<file path="src/rtl/obuf_pkg.sv">
// Shared definitions for the output-buffer stream writer.
//   DATA_W : width of one input beat
//   LANES  : beats packed into one buffer word
//   WORD_W : buffer word width (DATA_W * LANES)
//   ADDR_W : buffer address width (64K words)
//   LANE_W : width of the lane index
//   state_e: writer control states
package obuf_pkg;

    localparam int DATA_W = 32;
    localparam int LANES  = 4;
    localparam int WORD_W = DATA_W * LANES;
    localparam int ADDR_W = 16;
    localparam int LANE_W = $clog2(LANES);

    typedef enum logic [1:0] {
        IDLE,
        RUN,
        FLUSH
    } state_e;

endpackage

</file>
<file path="src/rtl/obuf_lane_packer.sv">
// Packs consecutive DATA_W beats into one WORD_W word. Lane 0 lands in the
// least significant bits. The final lane is not stored: the completed word
// is presented combinationally in the cycle that final beat is accepted, so
// the top level can register it straight into the buffer write port.
// Ports:
//   clock, reset_n : clock and asynchronous active-low reset
//   clear          : restart packing at lane 0 (new command)
//   beat_valid     : a beat transfers this cycle
//   beat_data      : beat payload
//   word_valid     : this beat completes a word
//   word_data      : the completed word (valid with word_valid)
module obuf_lane_packer
    import obuf_pkg::*;
(
    input  logic              clock,
    input  logic              reset_n,
    input  logic              clear,
    input  logic              beat_valid,
    input  logic [DATA_W-1:0] beat_data,
    output logic              word_valid,
    output logic [WORD_W-1:0] word_data
);

    logic [LANE_W-1:0]        lane_q, lane_d;
    logic [WORD_W-DATA_W-1:0] asm_q, asm_d;

    always_comb begin
        // NOTE: every variable gets a default before any branch, so no path
        // leaves it unassigned and no latch is inferred.
        lane_d = lane_q;
        asm_d  = asm_q;
        if (clear) begin
            lane_d = '0;
        end else if (beat_valid) begin
            lane_d = lane_q + LANE_W'(1);
            for (int k = 0; k < LANES - 1; k++) begin
                if (lane_q == LANE_W'(k)) begin
                    asm_d[k*DATA_W +: DATA_W] = beat_data;
                end
            end
        end
    end

    assign word_valid = beat_valid && !clear && (lane_q == LANE_W'(LANES - 1));
    assign word_data  = {beat_data, asm_q};

    // NOTE: state is updated with non-blocking assignments so every flop
    // samples the pre-edge value regardless of block ordering.
    // NOTE: the assembly register is reset too; it is small, and a partial
    // word abandoned by reset then never carries stale lanes in simulation.
    always_ff @(posedge clock or negedge reset_n) begin
        if (!reset_n) begin
            lane_q <= '0;
            asm_q  <= '0;
        end else begin
            lane_q <= lane_d;
            asm_q  <= asm_d;
        end
    end

endmodule

</file>
<file path="src/rtl/obuf_stream_writer.sv">
// Write-side controller for the 64K x 128-bit 1R1W output buffer. Takes a
// command (base address, word count), accepts 4*word_count 32-bit beats over
// valid/ready, packs them into 128-bit words and drives the buffer write port
// from registers. Addresses wrap modulo 2^ADDR_W.
// Optional feature: define OBUF_WR_CHECKSUM_EN to add the `checksum` output,
// the running XOR of every word written for the current command.
// Ports:
//   clock, reset_n       : clock and asynchronous active-low reset
//   start                : command strobe, honoured only when idle
//   base_addr            : first buffer address of the command
//   word_count           : words to write, 0..65536
//   in_valid/in_data     : beat stream input
//   in_ready             : beat accept (high only while running)
//   mem_we/mem_waddr/mem_wdata : buffer write port (registered, held when idle)
//   busy                 : command in progress
//   done                 : one-cycle completion pulse
//   words_written        : words committed for the current command
//   checksum             : (OBUF_WR_CHECKSUM_EN only) XOR of written words
module obuf_stream_writer
    import obuf_pkg::*;
(
    input  logic              clock,
    input  logic              reset_n,
    input  logic              start,
    input  logic [ADDR_W-1:0] base_addr,
    input  logic [ADDR_W:0]   word_count,
    input  logic              in_valid,
    input  logic [DATA_W-1:0] in_data,
    output logic              in_ready,
    output logic              mem_we,
    output logic [ADDR_W-1:0] mem_waddr,
    output logic [WORD_W-1:0] mem_wdata,
    output logic              busy,
    output logic              done,
    output logic [ADDR_W:0]   words_written
`ifdef OBUF_WR_CHECKSUM_EN
    ,
    output logic [WORD_W-1:0] checksum
`endif
);

    state_e            state_q, state_d;
    logic [ADDR_W-1:0] ptr_q, ptr_d;
    logic [ADDR_W:0]   rem_q, rem_d;
    logic [ADDR_W:0]   ww_q, ww_d;
    logic              in_ready_q, in_ready_d;
    logic              mem_we_q, mem_we_d;
    logic [ADDR_W-1:0] mem_waddr_q, mem_waddr_d;
    logic [WORD_W-1:0] mem_wdata_q, mem_wdata_d;
    logic              busy_q, busy_d;
    logic              done_q, done_d;

    logic              start_acc;
    logic              word_valid;
    logic [WORD_W-1:0] word_data;

    // Any start seen while idle is a command; a zero count completes at once.
    assign start_acc = (state_q == IDLE) && start;

    obuf_lane_packer u_packer (
        .clock      (clock),
        .reset_n    (reset_n),
        .clear      (start_acc),
        .beat_valid (in_valid && in_ready_q),
        .beat_data  (in_data),
        .word_valid (word_valid),
        .word_data  (word_data)
    );

    always_comb begin
        state_d     = state_q;
        ptr_d       = ptr_q;
        rem_d       = rem_q;
        ww_d        = ww_q;
        in_ready_d  = in_ready_q;
        mem_we_d    = 1'b0;
        mem_waddr_d = mem_waddr_q;
        mem_wdata_d = mem_wdata_q;
        done_d      = 1'b0;

        unique case (state_q)
            IDLE: begin
                if (start) begin
                    ww_d = '0;
                    if (word_count != '0) begin
                        state_d    = RUN;
                        ptr_d      = base_addr;
                        rem_d      = word_count;
                        in_ready_d = 1'b1;
                    end else begin
                        done_d = 1'b1;
                    end
                end
            end
            RUN: begin
                if (word_valid) begin
                    mem_we_d    = 1'b1;
                    mem_waddr_d = ptr_q;
                    mem_wdata_d = word_data;
                    ptr_d       = ptr_q + ADDR_W'(1);
                    ww_d        = ww_q + (ADDR_W+1)'(1);
                    rem_d       = rem_q - (ADDR_W+1)'(1);
                    // Last word: its write cycle doubles as the FLUSH cycle.
                    if (rem_q == (ADDR_W+1)'(1)) begin
                        state_d    = FLUSH;
                        in_ready_d = 1'b0;
                        done_d     = 1'b1;
                    end
                end
            end
            FLUSH: begin
                state_d = IDLE;
            end
            default: begin
                state_d    = IDLE;
                in_ready_d = 1'b0;
            end
        endcase

        busy_d = (state_d != IDLE);
    end

    always_ff @(posedge clock or negedge reset_n) begin
        if (!reset_n) begin
            state_q     <= IDLE;
            ptr_q       <= '0;
            rem_q       <= '0;
            ww_q        <= '0;
            in_ready_q  <= 1'b0;
            mem_we_q    <= 1'b0;
            mem_waddr_q <= '0;
            mem_wdata_q <= '0;
            busy_q      <= 1'b0;
            done_q      <= 1'b0;
        end else begin
            state_q     <= state_d;
            ptr_q       <= ptr_d;
            rem_q       <= rem_d;
            ww_q        <= ww_d;
            in_ready_q  <= in_ready_d;
            mem_we_q    <= mem_we_d;
            mem_waddr_q <= mem_waddr_d;
            mem_wdata_q <= mem_wdata_d;
            busy_q      <= busy_d;
            done_q      <= done_d;
        end
    end

    assign in_ready      = in_ready_q;
    assign mem_we        = mem_we_q;
    assign mem_waddr     = mem_waddr_q;
    assign mem_wdata     = mem_wdata_q;
    assign busy          = busy_q;
    assign done          = done_q;
    assign words_written = ww_q;

`ifdef OBUF_WR_CHECKSUM_EN
    logic [WORD_W-1:0] csum_q, csum_d;

    // Folded in alongside the write-port register so the value already
    // includes the last word during the done cycle.
    always_comb begin
        csum_d = csum_q;
        if (start_acc) begin
            csum_d = '0;
        end else if (mem_we_d) begin
            csum_d = csum_q ^ mem_wdata_d;
        end
    end

    always_ff @(posedge clock or negedge reset_n) begin
        if (!reset_n) begin
            csum_q <= '0;
        end else begin
            csum_q <= csum_d;
        end
    end

    assign checksum = csum_q;
`endif

endmodule

</file>
<file path="config.mk">
export PLATFORM = sky130hd
export DESIGN_NAME = obuf_stream_writer
export DESIGN_NICKNAME = d
export VERILOG_FILES = /design/src/rtl/obuf_pkg.sv /design/src/rtl/obuf_lane_packer.sv /design/src/rtl/obuf_stream_writer.sv
export SDC_FILE = /design/constraint.sdc
export NUM_CORES = 1
export LEC_CHECK = 0
export ABC_CLOCK_PERIOD_IN_PS = 3500
export CAP_MARGIN = 25
export CORE_ASPECT_RATIO = 0.6
export CORE_MARGIN = 3
export CORE_UTILIZATION = 50
export CTS_CLUSTER_DIAMETER = 40
export DETAILED_ROUTE_END_ITERATION = 6
export PLACE_DENSITY = 0.82
export SYNTH_ARGS = -nofsm -noshare
export SYNTH_HDL_FRONTEND = slang
export SYNTH_HIERARCHICAL = 1
export SYNTH_SLANG_ARGS = --single-unit
</file>
<file path="constraint.sdc">
create_clock -name clock -period 3.5 [get_ports clock]
set_input_delay 0.35 -clock clock [delete_from_list [all_inputs] [get_ports clock]]
set_output_delay 0.35 -clock clock [all_outputs]
set_load 0.01 [all_outputs]
</file>
* Word-level counts from Yosys, hierarchy flattened
Cells that the tools add are included.
Word-level totals: register bits 298, input port bits 69
Operators by class: add/subtract/negate cells 4, equal/unequal tests 10, multiplexer cells 30, bitwise operators 2, reduce and logical (&&, ||, !) cells 18
Operators with widths (count):
- $mux W17 | 5
- $pmux W17 S2 | 2
- $mux W16 | 3
- $pmux W16 S2 | 1
- $add A17 B1 Y17 const B | 1
- $eq A17 B1 Y1 const B | 1
- $reduce_bool A17 Y1 | 1
- $sub A17 B1 Y17 const B | 1
- $add A16 B1 Y16 const B | 1
- $mux W2 | 6
- $reduce_and A3 Y1 | 4
- $mux W1 | 10
- $eq A2 B2 Y1 const B | 3
- $reduce_bool A2 Y1 | 3
- $reduce_and A5 Y1 | 1
- $eq A2 B1 Y1 const B | 2
- $logic_and A1 B1 Y1 | 4
- $logic_not A2 Y1 | 2
- $ne A2 B1 Y1 const B | 2
- $ne A2 B2 Y1 const B | 2
- $pmux W2 S2 | 1
- $reduce_and A4 Y1 | 1
- $pmux W1 S3 | 1
- $add A2 B1 Y2 const B | 1
- 4 further kinds | 5

* Logic depth before layout (Yosys ltp)
word-level depth 8, depth in mapped cells 12, gate-level depth less buffers 8

* By module
The synthesis kept the hierarchy.
Modules (own cells, without submodules):
- obuf_stream_writer | instances 1, cells an instance 708, area each 8623.3 um^2, sequential area each 5004.8 um^2
- obuf_lane_packer | instances 1, cells an instance 250, area each 4372.9 um^2, sequential area each 2452.4 um^2

* Worst setup path before layout
No wires, ideal clock.
kind register -> register, start reg state_q[1], end reg rem_q[15], library setup time 121 ps, arrival time 2709 ps, slack 670 ps, cell stages (with the launch flop) 12, period minus slack after synthesis 2830 ps, cells stage by stage dfrtp_1 buf_2 nand2b_1 nor2_1 clkbuf_1 and3b_1 mux2i_2 nor2_2 o31a_1 buf_4 buf_2 a22o_1
On the way: cells in the longest elaborated chain, start to end 7, elaborated cells on any way between the ends 12, classes of those cells eq/ne (4); mux (1); reduce/logical (7)
RTL lines:
- start, declared | line obuf_stream_writer.sv:42 | state_e state_q, state_d;
- start signal, assigned | line obuf_stream_writer.sv:136 | state_q <= state_d;
- $logic_not A2 Y1 | line obuf_stream_writer.sv:58 | assign start_acc = (state_q == IDLE) && start;
- $logic_and A1 B1 Y1 | line obuf_stream_writer.sv:58
- named net start_acc | line obuf_stream_writer.sv:53 | logic start_acc;
- $logic_not A1 Y1 | line obuf_lane_packer.sv:44 | assign word_valid = beat_valid && !clear && (lane_q == LANE_W'(LANES - 1));
- $logic_and A1 B1 Y1 (2 in series) | line obuf_lane_packer.sv:44
- named net word_valid | line obuf_stream_writer.sv:54 | logic word_valid;
- $ne A2 B1 Y1 (no line)
- $reduce_and A4 Y1 (no line)
- end signal, assigned | line obuf_stream_writer.sv:138 | rem_q <= rem_d;
- end, declared | line obuf_stream_writer.sv:44 | logic [ADDR_W:0] rem_q, rem_d;
The timed path passes the listed nets, and every way through them passes these cells. A chain may end at the register's enable or synchronous reset.

* Final worst setup path
start reg state_q[1], end reg rem_q[8]
On the way: cells in the longest elaborated chain, start to end 7, elaborated cells on any way between the ends 12, classes of those cells eq/ne (4); mux (1); reduce/logical (7)
RTL lines (line):
- $logic_not A2 Y1 | obuf_stream_writer.sv:58
- $logic_and A1 B1 Y1 | obuf_stream_writer.sv:58
- $logic_not A1 Y1 | obuf_lane_packer.sv:44
- $logic_and A1 B1 Y1 (2 in series) | obuf_lane_packer.sv:44
- named net word_valid | obuf_stream_writer.sv:54
- $ne A2 B1 Y1 (no line)
- $reduce_and A4 Y1 (no line)
The timed path passes the listed nets, and every way through them passes these cells.

==> run metrics <==
Final setup viols=0; Synth async-reset ratio=1.000; Worst setup SP type=flop; Net Sw Power=0.004777 W; Die Wd=214.1 um; Leak Pwr=7.370 nW; Clock Root Buffer=clkbuf_16; diodes inserted=0; antenna viol nets, final=0; total track usage=0.2114; Max stage delay on crit path=580 ps; std cell rows=45; Crit Path Class=reg2reg; sw frac=0.3119; Tot Pwr=0.01532 W; largest net degree at the start of global routing=118; Reg clk slew, reported paths=60 ps; Final HPWL DP=20.08 mm; layout cells sized above 1=0.2713; vias per cell=5.403; clock share of power=0.218; Internal=0.01054 W; total core area=0.02539 mm^2; CTS buffer count=30; Worst Path Buf+Inv=1; CTS tree=done; CP max-delay cell=dfrtp_1; die span in y=130.9 um; DR pass1 iterations=5; syn_nets=1035; Post-CTS Repair Setup Buffers=0; endpoint class of the critical path=flop; Post-Syn Area per Cell=13.57 um^2; fill count=1832; Synth cell types=64; number of global-route vias before repair=8347; CTS Hold Bufs=1; Area Overhead vs Synth=26.76%; CTS resizes=0; CP top delay family=simple AND/OR/NAND/NOR gates; Multi-input gate area=0.004928 mm^2; antenna violations before repair=0; Final Skew=11.69 ps; CTS HTree Levels=1; FMAX=391.3 MHz; logic gate share of total power=0.380; flops & latches, synth=298; number of synthesized flops with an enable pin=0; first-pass GRT wire length=47.40 mm; Final Hold Fails=0; VDD IR-drop max=0.5576 mV; clk_lat worst skew=550 ps; critical path, cell by cell=nand2b_1 -> nor2_1 -> and3b_1 -> mux2i_2 -> nor2_2 -> o31a_1 -> buf_4 -> o21ai_0 -> a22oi_1; top post-synthesis cells by area=dfrtp_1 57%, mux2_2 12%, mux2_4 10%; Routability Congestion=0.8571; Register Area=0.007457 mm^2; vias=8293; dominant cell type by area after synthesis=dfrtp_1; RSZ-0062 raised after global routing=false; Yosys warning total=6; sequential area share after synthesis=0.5738; CP arrival=3010 ps; clock sinks=298; worst slew pin tran=929.1 ps; Total Wirelength=30.05 mm; most common cell in the netlist=dfrtp_1; Place WS=709.2 ps; DR iter-0 viols=570; IO buf count=233; fin nets=1236; # IOs=234; Cell Area, Synth=0.01300 mm^2; Clock Tree Buf Depth=3; CP Data Required Time=3960 ps; CP max FO=36; DR WL/cell=19.58 um; DRC errors left=0; Synth top area share=0.5738; worst hold path type=in2reg; max-cap viol count=0; Main synth FF type=dfrtp_1; Mapped Cells=958; sequential share of power=0.402; Synth top cells by count=298 x dfrtp_1, 135 x mux2_2, 90 x mux2_4; final period utilization=0.7302; Remaining Overflow, GRT=0; max-slew violations=0; Fin Setup TNS=0 ps; relative max-transition margin=0.3806; post-route setup slack=944.3 ps; Power Density=929.9 mW/mm^2; total die area=0.02803 mm^2; Initial Utilization=0.5118; fin crit period=2556 ps; outcome=completed
==> kinds of logic after synthesis <==
| family | share of synthesized area |
|---|---|
| buf+inv | 0.04785 |
| xor+xnor | 0.01011 |
| flops | 0.5738 |
| simple gates | 0.08559 |
| compound gates | 0.05141 |
| mux | 0.2235 |
| fa+ha+maj | 0.007702 |
==> tightest hold or removal path: stages <==
cell	delay, ps
clkdlybuf4s50_1	410
nand3_1	70
nand2_1	50
==> registers in the layout, summed over array words and instances, names as in the netlist <==
name	flops
busy	1
done	1
in_ready	1
mem_waddr	16
mem_wdata	128
mem_we	1
ptr_q	16
rem_q	17
state_q	2
u_packer/asm_q	96
u_packer/lane_q	2
words_written	17
==> through the flow <==
step	instances	instance area [um^2]	hold slack (ps)	utilization
floorplan	958	13000	54.41	-
global placement	1478	15420	460.0	0.6071
detailed placement	1478	15420	468.2	0.6071
CTS	1535	16470	344.6	0.6488
global route	1535	16470	379.3	0.6488
finish	1535	16470	370.5	0.6488
==> worst paths after layout <==
path	start	to	slack (ps)	cells after the start
worst min-delay path	base_addr[0]	ptr_q[0]	370	3
worst min register to register	mem_waddr[1]	mem_waddr[1]	480	2
min in group asynchronous	reset_n	busy	470	2
max in group asynchronous	reset_n	u_packer/asm_q[23]	2070	3
worst max register to register	state_q[1]	rem_q[8]	940	9
worst max-delay path	state_q[1]	rem_q[8]	940	9
==> placed cells by master, fill, tap and decap left out, types with 7 or more instances in the layout <==
| cell | Yosys | routed |
|---|---|---|
| ha_1 | 8 | 8 |
| buf_12 | 0 | 7 |
| mux2_4 | 90 | 90 |
| clkbuf_16 | 0 | 31 |
| nand4_1 | 8 | 8 |
| xor2_1 | 11 | 11 |
| dfrtp_1 | 298 | 298 |
| nand2_1 | 78 | 78 |
| inv_1 | 8 | 8 |
| nand3_1 | 20 | 20 |
| a21oi_1 | 35 | 35 |
| clkdlybuf4s50_1 | 0 | 232 |
| o21ai_0 | 37 | 37 |
| mux2_2 | 135 | 135 |
| buf_4 | 36 | 10 |
| and3_1 | 8 | 8 |
| o21ai_1 | 7 | 7 |
| nor2_1 | 43 | 43 |
| nor3_1 | 7 | 7 |
==> cell type report <==
class / instances / share of cell area
clock buffer: 37 / 0.05088
clock inverter: 19 / 0.01268
inverter: 9 / 0.002354
multi-input combinational: 569 / 0.2992
sequential: 298 / 0.4526
tap: 352 / 0.02673
timing repair buffer: 251 / 0.1555
==> power groups by stage <==
stage	Combinational [W]	Clock (W)	Sequential, W
2_1_floorplan	0.00297	0	0.00629
5_1_grt	0.00624	0.00356	0.00635
3_5_place_dp	0.00583	0	0.00617
4_1_cts	0.00589	0.00342	0.00614
6_report	0.00583	0.00334	0.00615
3_3_place_gp	0.00566	0	0.00606
==> routing by layer <==
metal / share of wire / up-vias / GRT usage / wire length (um)
li1: - / 3753 / - / -
met1: 0.46 / 4258 / 0.3029 / 13930
met2: 0.45 / 240 / 0.3270 / 13480
met3: 0.072 / 42 / 0.06101 / 2164
met4: 0.016 / 0 / 0.04103 / 470
met5: 0 / - / 0 / 0
No activity file was read; power rests on OpenSTA's default activity.
